## src/rtl/cdc_src_buffer.sv

```systemverilog
// Elastic FWFT buffer feeding the toggle-handshake CDC source port.
// Registered head word/valid, occupancy, almost-full and high-water status.
module cdc_src_buffer #(
    parameter int DATA_WIDTH = 32,
    parameter int DEPTH      = 8,
    parameter int AF_LEVEL   = 6
) (
    input  logic                         clk,
    input  logic                         rst,
    input  logic                         flush,
    input  logic [DATA_WIDTH-1:0]        in_data,
    input  logic                         in_valid,
    output logic                         in_ready,
    output logic [DATA_WIDTH-1:0]        out_data,
    output logic                         out_valid,
    input  logic                         out_ready,
    output logic [$clog2(DEPTH+1)-1:0]   count,
    output logic                         almost_full,
    output logic [$clog2(DEPTH+1)-1:0]   high_water
);

    localparam int CW = $clog2(DEPTH + 1);
    localparam int PW = $clog2(DEPTH);
    localparam logic [CW-1:0] DEPTH_C = CW'(DEPTH);
    localparam logic [CW-1:0] AF_C    = CW'(AF_LEVEL);

    logic [DATA_WIDTH-1:0] mem [DEPTH];

    logic [PW-1:0]         rd_ptr_q, rd_ptr_d;
    logic [PW-1:0]         wr_ptr_q, wr_ptr_d;
    logic [CW-1:0]         count_q, count_d;
    logic [CW-1:0]         high_water_q, high_water_d;
    logic                  out_valid_q, out_valid_d;
    logic [DATA_WIDTH-1:0] out_data_q, out_data_d;

    logic push;
    logic pop;

    assign in_ready    = (count_q != DEPTH_C);
    assign push        = in_valid && in_ready && !flush && !rst;
    assign pop         = out_valid_q && out_ready && !flush;

    assign out_data    = out_data_q;
    assign out_valid   = out_valid_q;
    assign count       = count_q;
    assign almost_full = (count_q >= AF_C);
    assign high_water  = high_water_q;

    always_comb begin
        // NOTE: every *_d gets a default first so no path infers a latch.
        rd_ptr_d     = rd_ptr_q;
        wr_ptr_d     = wr_ptr_q;
        count_d      = count_q;
        high_water_d = high_water_q;
        out_valid_d  = out_valid_q;
        out_data_d   = out_data_q;

        if (flush) begin
            rd_ptr_d     = '0;
            wr_ptr_d     = '0;
            count_d      = '0;
            high_water_d = '0;
            out_valid_d  = 1'b0;
        end else begin
            if (push) wr_ptr_d = wr_ptr_q + PW'(1);
            if (pop)  rd_ptr_d = rd_ptr_q + PW'(1);

            case ({push, pop})
                2'b10:   count_d = count_q + CW'(1);
                2'b01:   count_d = count_q - CW'(1);
                default: count_d = count_q;
            endcase

            if (count_d > high_water_q) high_water_d = count_d;
            out_valid_d = (count_d != '0);

            // The next head is the word being written now only when nothing else remains stored.
            if (count_d != '0) begin
                if (push && ((count_q == '0) || (count_q == CW'(1) && pop)))
                    out_data_d = in_data;
                else
                    out_data_d = mem[rd_ptr_d];
            end
        end
    end

    always_ff @(posedge clk) begin
        if (rst) begin
            rd_ptr_q     <= '0;
            wr_ptr_q     <= '0;
            count_q      <= '0;
            high_water_q <= '0;
            out_valid_q  <= 1'b0;
            out_data_q   <= '0;
        end else begin
            rd_ptr_q     <= rd_ptr_d;
            wr_ptr_q     <= wr_ptr_d;
            count_q      <= count_d;
            high_water_q <= high_water_d;
            out_valid_q  <= out_valid_d;
            out_data_q   <= out_data_d;
        end
    end

    // NOTE: storage is deliberately not reset; only the registered head word is cleared.
    always_ff @(posedge clk) begin
        if (push) mem[wr_ptr_q] <= in_data;
    end

endmodule
```

## config.mk

```make
export PLATFORM = sky130hd
export DESIGN_NAME = cdc_src_buffer
export DESIGN_NICKNAME = d
export VERILOG_FILES = /design/src/rtl/cdc_src_buffer.sv
export SDC_FILE = /design/constraint.sdc
export NUM_CORES = 1
export LEC_CHECK = 0
export CAP_MARGIN = 20
export CORE_ASPECT_RATIO = 1.2
export CORE_MARGIN = 1
export CORE_UTILIZATION = 60
export CTS_CLUSTER_SIZE = 8
export DETAILED_ROUTE_END_ITERATION = 16
export PLACE_DENSITY_LB_ADDON = 0.2
export SYNTH_ARGS = -nofsm -noshare
export SYNTH_HDL_FRONTEND = slang
export SYNTH_SLANG_ARGS = --single-unit
```

## constraint.sdc

```tcl
create_clock -name clk -period 4.4 [get_ports clk]
set_input_delay 0.66 -clock clk [delete_from_list [all_inputs] [get_ports clk]]
set_output_delay 0.66 -clock clk [all_outputs]
set_load 0.02 [all_outputs]
```

# == Word level (Yosys, flattened, before mapping) ==
# Memories as Yosys holds them, arrays and structs flattened.
# Index checks and enable logic that the tools add are counted.
# W data, S select, Z words.
# totals
reg_bits,47
mem_bits_rw,256
mem_count,1
# op_classes
n_addsub,4
order_cmp,2
n_eq_ne,4
muxes,7
n_bitwise,1
reduce_logical,14
# mem_list
memory,words,width,rd,rd_ports_with_merged_regs,write_ports,line,text
mem,8,32,1,0,1,27,logic [DATA_WIDTH-1:0] mem [DEPTH];
# op_table
cell,n
$mux W32,1
$pmux W4 S2,1
$logic_and A1 B1 Y1,7
$add A3 B1 Y3 const B,2
$mux W3,2
$add A4 B1 Y4 const B,1
$eq A4 B1 Y1 const B,1
$ge A4 B3 Y1 const B,1
$gt A4 B4 Y1,1
$logic_not A4 Y1,1
$mux W4,1
$ne A4 B4 Y1 const B,1
$reduce_bool A4 Y1,1
$sub A4 B1 Y4 const B,1
$eq A2 B1 Y1 const B,1
$eq A2 B2 Y1 const B,1
$logic_not A1 Y1,2
$mux W1,2
$reduce_and A2 Y1,1
$reduce_or A2 Y1,1
$logic_or A1 B1 Y1,1
$not A1 Y1,1

# == Longest topological paths before layout ==
# depth
depth_word,9
depth_mapped,15
ltp_nobuf,15

# == Least setup slack after synthesis ==
# Ideal clock, no wire load.
# synth_path
path_type,register to register
from,register count_q[0] (netlist: count[0])
to,"memory mem[0][0], enable pin"
setup_ns,0.461
t_arrival_ns,3.818
setup_slack_ns,0.120
stages_incl_launch_ff,8
n_path_buf,0
synth_period_minus_slack_ns,4.280
path_cell_list,dfxtp_1 -> inv_1 -> ha_1 -> nand3b_1 -> nand2_1 -> inv_1 -> nand2b_1 -> nor3_1
# synth_via
elab_chain_len,6
# synth_lines
item,line,text
"start, declared",31,"logic [CW-1:0] count_q, count_d;"
"start signal, assigned",98,count_q <= count_d;
$ne A4 B4 Y1,39,assign in_ready = (count_q != DEPTH_C);
named net in_ready,13,"output logic in_ready,"
$logic_and A1 B1 Y1 (3 in series),40,assign push = in_valid && in_ready && !flush && !rst;
named net push,36,logic push;
$mux W1,107,if (push) mem[wr_ptr_q] <= in_data;
$mux W1 (not written as such),107,
"end, declared",27,
# The timed path passes the listed nets, and every way through them passes these cells.

# == Worst setup path in the final report ==
# layout_path
from,input port flush
to,register high_water_q[1] (netlist: high_water[1])
# layout_via
elab_chain_len,7
word_cells_on_any_way,10
# layout_lines
item,line,text
"start, declared",10,"input logic flush,"
$logic_not A1 Y1,"40, 41",
$logic_and A1 B1 Y1 (2 in series),40,
$eq A2 B1 Y1 or $eq A2 B2 Y1 (tied branches),68,"case ({push, pop})"
$pmux W4 S2,68,
$mux W4,58,if (flush) begin
$gt A4 B4 Y1,74,if (count_d > high_water_q) high_water_d = count_d;
"end signal, assigned",99,high_water_q <= high_water_d;
"end, declared",32,"logic [CW-1:0] high_water_q, high_water_d;"
# Several ways; a longest one is shown, not always the timed one. The select of a mux whose other input is x is not followed.
# A chain may end at the register's enable or synchronous reset.

==> flow_summary.toml <==
[run_status]
status = "completed"

[logic_synthesis]
synth_seq_cells = 303
syn_area_mm2 = 0.0142
synth_warnings = 0
avgSynthCellArea_um2 = 14.1
synth_top_area_cell = "edfxtp_1"
synth_ff_type = "edfxtp_1"
synth_edf_count = 256
synth_top_area_frac = 0.543
ys_async_sr_fraction = 0
synth_seq_area_share = 0.609
yosys-top-cells-area = "edfxtp_1 (54%), mux2i_1 (9.5%), dfxtp_1 (6.6%), mux4_2 (5.2%), mux2_2 (2.5%)"
postSynthCellCount = 1005
synth_fp_nets = 1054
ys_types = 47

[cts]
cts.path.max_buffers = 3
hold_buffers = 0
cts_tree = "yes"
clkSlewWorstSetupHoldPaths_ns = 0.05
ctsResizeCount = 0
post_cts_buffers = 0
numCtsBuffers = 43
cts.sinks = 303
htreeDepth = 2
worstSkewPairLatency_ns = 0.52
root_buffer = "clkbuf_16"

[timing]
finalMaxSlewViolations = 0
rsz0062_at_grt = "false"
fin_crit_ns = 3.78
max_slew.worst_pin.slew_ns = 0.961
tns_ns = 0
finalHoldViolCount = 0
finalSetupViolations = 0
skew_ns = 0.0140
fmax_ghz = 0.265
post-route-period-util = 0.859
relSlewSlack = 0.359

[die]
die_w_um = 142
die_h_um = 170
coreArea_mm2 = 0.0232
pin_count = 80
start_util = 0.610
floorplan.rows = 61
dieArea_mm2 = 0.0242

[detailed_routing]
post-route-drc-count = 0
drtIter0Drc = 621
vias = 9059
ant_nets = 0
routed_wl_um = 32300
dr.pass1.iters = 5
wl_per_cell_um = 22.6
viasPerCell = 6.35

[place]
port_buffers = 79
dp_hpwl_um = 17600
placed_cell_area_mm2 = 0.0153
finalWeightedCongestion = 0.760

[global_routing]
globalRoute.totalOverflow = 0
antenna_found_initial = 0
track_usage = 0.274
grt_max_degree = 71
grt_pass1_vias = 9308
grt_pass1_wl_um = 50000

[setup_path]
max_stage_delay_ns = 0.53
cp.arrival_ns = 4.16
ff2ff_path_depth = 12
start_kind = "input port"
r2r_setup_slack_ns = 0.62
crit_fanout = 11
slowest_stage = "clkdlybuf4s50_1"
crit_chain = "clkdlybuf4s50_1 > nor3b_1 > nand2_1 > ha_1 > nor3_1 > a21oi_1 > ha_1 > or2_2 > maj3_1 > o22ai_1 > o21ai_0"
path_depth = 11
crit_required_ns = 4.78
crit_family = "simple AND/OR/NAND/NOR gates"
cp_common_cell = "ha_1"
crit_buf_inv = 1
path_class = "input port to flip-flop"
cp-end-kind = "flip-flop"

[final_layout]
final_nets = 1132
area_growth_pct = 16.8
drive_gt1_frac = 0.147
nFillCells = 1572
finalInstanceArea_mm2 = 0.0165
diodes = 0

[hold_path]
min_path_cells = 1
hold_path.class = "flip-flop to flip-flop"

[pwr]
p_leak_nw = 5.00
powerDensity_mw_per_mm2 = 382
ir_drop_v = 0.000317

[flow_run]
drv_cap = 0
-- final timing paths --
| kind | start | to |
|---|---|---|
| max | flush | high_water[1] |
| max reg2reg | count[0] | high_water[1] |
| min | out_data[20] | out_data[20] |
| min reg2reg | out_data[20] | out_data[20] |
-- cells by family (layout without fill, tap and decap cells) --
kind of cell | Yosys count | after routing | synth area share
flops | 303 | 303 | 0.609
buf+inv | 86 | 193 | 0.0300
mux | 199 | 199 | 0.173
xor+xnor | 2 | 2 | 0.00177
simple gates | 190 | 190 | 0.0709
fa+ha+maj | 13 | 13 | 0.0113
compound gates | 212 | 212 | 0.104
-- metrics by stage --
stage,std cells,hold WS [ns],setup WS [ns],power (mW),utilization
2_1_floorplan,1005,0.462,0.120,3.31,-
3_3_place_gp,1353,0.457,0.213,3.42,0.661
3_5_place_dp,1353,0.458,0.141,3.43,0.661
4_1_cts,1427,0.468,0.598,6.35,0.713
5_1_grt,1427,0.490,0.268,6.49,0.713
6_report,1427,0.469,0.622,6.32,0.713
-- final cells by class --
class,instances,area (um2),share of cell area
clock inverters,1,8.76,0.000530
multi-input cells,616,5190,0.314
clock buffers,73,1190,0.0719
inverters,10,37.5,0.00227
well taps,315,394,0.0238
repair buffers,109,1080,0.0652
flip-flops and latches,303,8630,0.522
-- cell usage after synthesis, types with 2 or more instances --
cell      number
a211oi_1      31
a21oi_1       39
a32o_1        32
and2_1         3
buf_2         42
buf_4          3
buf_6          5
clkbuf_1      26
dfxtp_1       47
edfxtp_1     256
ha_1          12
inv_1          9
mux2_2        32
mux2i_1      134
mux4_2        33
nand2_1       18
nand2b_1       7
nand3_1        5
nand3b_1       2
nor2_1        78
nor2b_1       32
nor3_1         4
nor3b_1       32
o21ai_0       57
o21ai_1       11
o221ai_1      31
o31ai_1        2
or2_2          3
-- metal layers --
layer	share of wire	global-route usage	up-vias
met4	0.028	0.105	0
met5	0	0	-
li1	-	-	4118
met3	0.056	0.0380	68
met2	0.52	0.488	326
met1	0.40	0.338	4547
-- power breakdown --
part / internal (mW) / switching (mW)
registers: 3.14 / 0.0125
logic: 0.0929 / 0.132
clock network: 1.81 / 1.13
-- cells in the final DEF, fill, tap and decap left out, types with 11 or more instances in the layout --
cell	instances
o21ai_1	11
nand2_1	18
o221ai_1	31
nor2b_1	32
a211oi_1	31
clkdlybuf4s50_1	79
o21ai_0	57
clkbuf_16	43
mux4_2	33
nor2_1	71
edfxtp_1	256
mux2i_1	134
mux2_2	32
a32o_1	32
buf_4	25
dfxtp_1	45
ha_1	11
a21oi_1	39
nor3b_1	32
clkbuf_1	30
-- sequential cells by signal, indices dropped and copies added, names as in the netlist --
name,cells
count,4
high_water,4
mem,256
out_data,32
out_valid,1
rd_ptr_q,3
wr_ptr_q,3
(Power assumes the default switching activity.)
==> RTL change (same settings) <==
Change the parameter `DEPTH` from 8 to 4.
--- a/src/rtl/cdc_src_buffer.sv
+++ b/src/rtl/cdc_src_buffer.sv
@@ -2,7 +2,7 @@
 // Registered head word/valid, occupancy, almost-full and high-water status.
 module cdc_src_buffer #(
     parameter int DATA_WIDTH = 32,
-    parameter int DEPTH      = 8,
+    parameter int DEPTH      = 4,
     parameter int AF_LEVEL   = 6
 ) (
     input  logic                         clk,
Interface: changed (resized count and high_water); port bits go from 80 to 78. No check against the original RTL was run, so the function may have changed too.
==> RTL change against the original RTL <==
  * Critical path depth is 1 lower
  * Synthesized area is 50% lower
  * Cell area down 48%
  * Clock skew is 0.0069 ns lower
  * Non-clock buffer count down 20
  * Routed wire length decreased by 51%
  * Core utilization grew 3.8 points
  * Power is 43% lower
  * Setup slack gained 0.029 ns
  * Sequential cell count fell by 132
  * Critical path type unchanged
  * Critical endpoint is now out_data[0]
  * Highest routed layer unchanged
==> RTL change: results (changes against the original RTL) <==
[global_route]
grt_pass1_vias = 4678  ; -50%
grt_max_degree = 53  ; -25%
grt_usage_pct = 27.2  ; -0.20 points
grt_pass1_wl_um = 24200  ; -52%

[finish]
nets = 610  ; -46%
regArea_um2 = 4700  ; -46%
fill_cells = 755  ; -52%
drive_gt1_share_pct = 8.55  ; -6.1 points

[cts]
cts_max_level = 4  ; +2
clk_path_buf_depth = 2  ; -1
cts_buffers = 17  ; -60%

[synthesis]
synth_edf_count = 128  ; -50%
syn_area_per_cell_um2 = 14.5  ; +2.7%
ys_seq_area_share_pct = 66.6  ; +5.7 points
yosysUniqueCellTypes = 45  ; -4.3%

[setup_path]
critPathSlowestCell = a21oi_4
rrSetupSlack_ns = 0.74  ; +0.12 ns
crit_fanout = 37  ; +26
crit_path_max_incr_delay_ns = 0.84  ; +0.31 ns
r2r.worst_path.cells = 11  ; -1

[timing]
timing.hold.ws_ns = 0.529  ; +0.0601 ns
tightestPinTransition_ns = 1.06  ; +0.0952 ns
skew_ns = 0.00712  ; -0.00691 ns

[drt]
routedWlPerCell_um = 21.5  ; -5.0%
vias = 4546  ; -50%

[power]
p_sw_share_pct = 19.9  ; -0.29 points
p_leak_nw = 3.25  ; -35%

[place]
gp_congestion = 0.756  ; -0.49%
dp_hpwl_um = 8820  ; -50%
placedCellCount = 698  ; -48%
place_area_um2 = 7990  ; -48%
io_buffers = 77  ; -2.5%

[hold_path]
hold_start = high_water[2]

[run_status]
status = finished, final reports clean

RTL change: cell types whose count changed in the layout (fill, tap and decap cells not counted), moves of 32 or more:
cell / delta
mux2_2: -32
a32o_1: -32
mux2i_1: -68
edfxtp_1: -128
mux4_2: -33
nor2_1: -59
RTL change: area by class of cell:
class | count | area share [%]
sequential | 171 | 54.5
multi-input combinational | 269 | 24.6
timing repair buffer | 89 | 10.5
clock buffer | 21 | 5.33
tap | 157 | 2.27
clock inverter | 11 | 2.20
inverter | 12 | 0.550
RTL change: worst min-delay path, cell delays in order (launching register included):
cell and delay [ns]:
dfxtp_1 0.32, nor2_1 0.10, a211oi_1 0.06
RTL change: how the worst max path moves through the flow:
stage	start	endpoint	slack, ns
after floorplan	count[0]	high_water[1]	0.67
after global placement	flush	out_data[16]	0.35
after detailed placement	flush	out_data[28]	0.27
after CTS	flush	out_data[0]	0.67
after global routing	rst	high_water[2]	0.46
final	flush	out_data[0]	0.65
RTL change: logic make-up after synthesis:
kind of cell    after synthesis  synth area share [%]
compound gates              145                  14.2
fa+ha+maj                    13                  2.30
mux                          66                  9.36
simple gates                 42                  3.42
buf+inv                      48                  3.42
flops                       171                  66.6
xor+xnor                      3                 0.638
RTL change: power groups by stage:
stage          combinational, mW  clock, mW  sequential [mW]
4_1_cts                    0.199       1.64             1.77
3_5_place_dp               0.196          0             1.80
3_3_place_gp               0.191          0             1.80
2_1_floorplan             0.0794          0             1.81
6_report                   0.200       1.63             1.77
5_1_grt                    0.213       1.71             1.77
RTL change: per-layer routing:
layer	up-vias	GRT usage [%]	part of all wire [%]
li1	2064	-	-
met5	-	0	0
met1	2239	33.0	39
met3	31	6.88	7.0
met4	0	10.6	1.4
met2	212	46.4	52
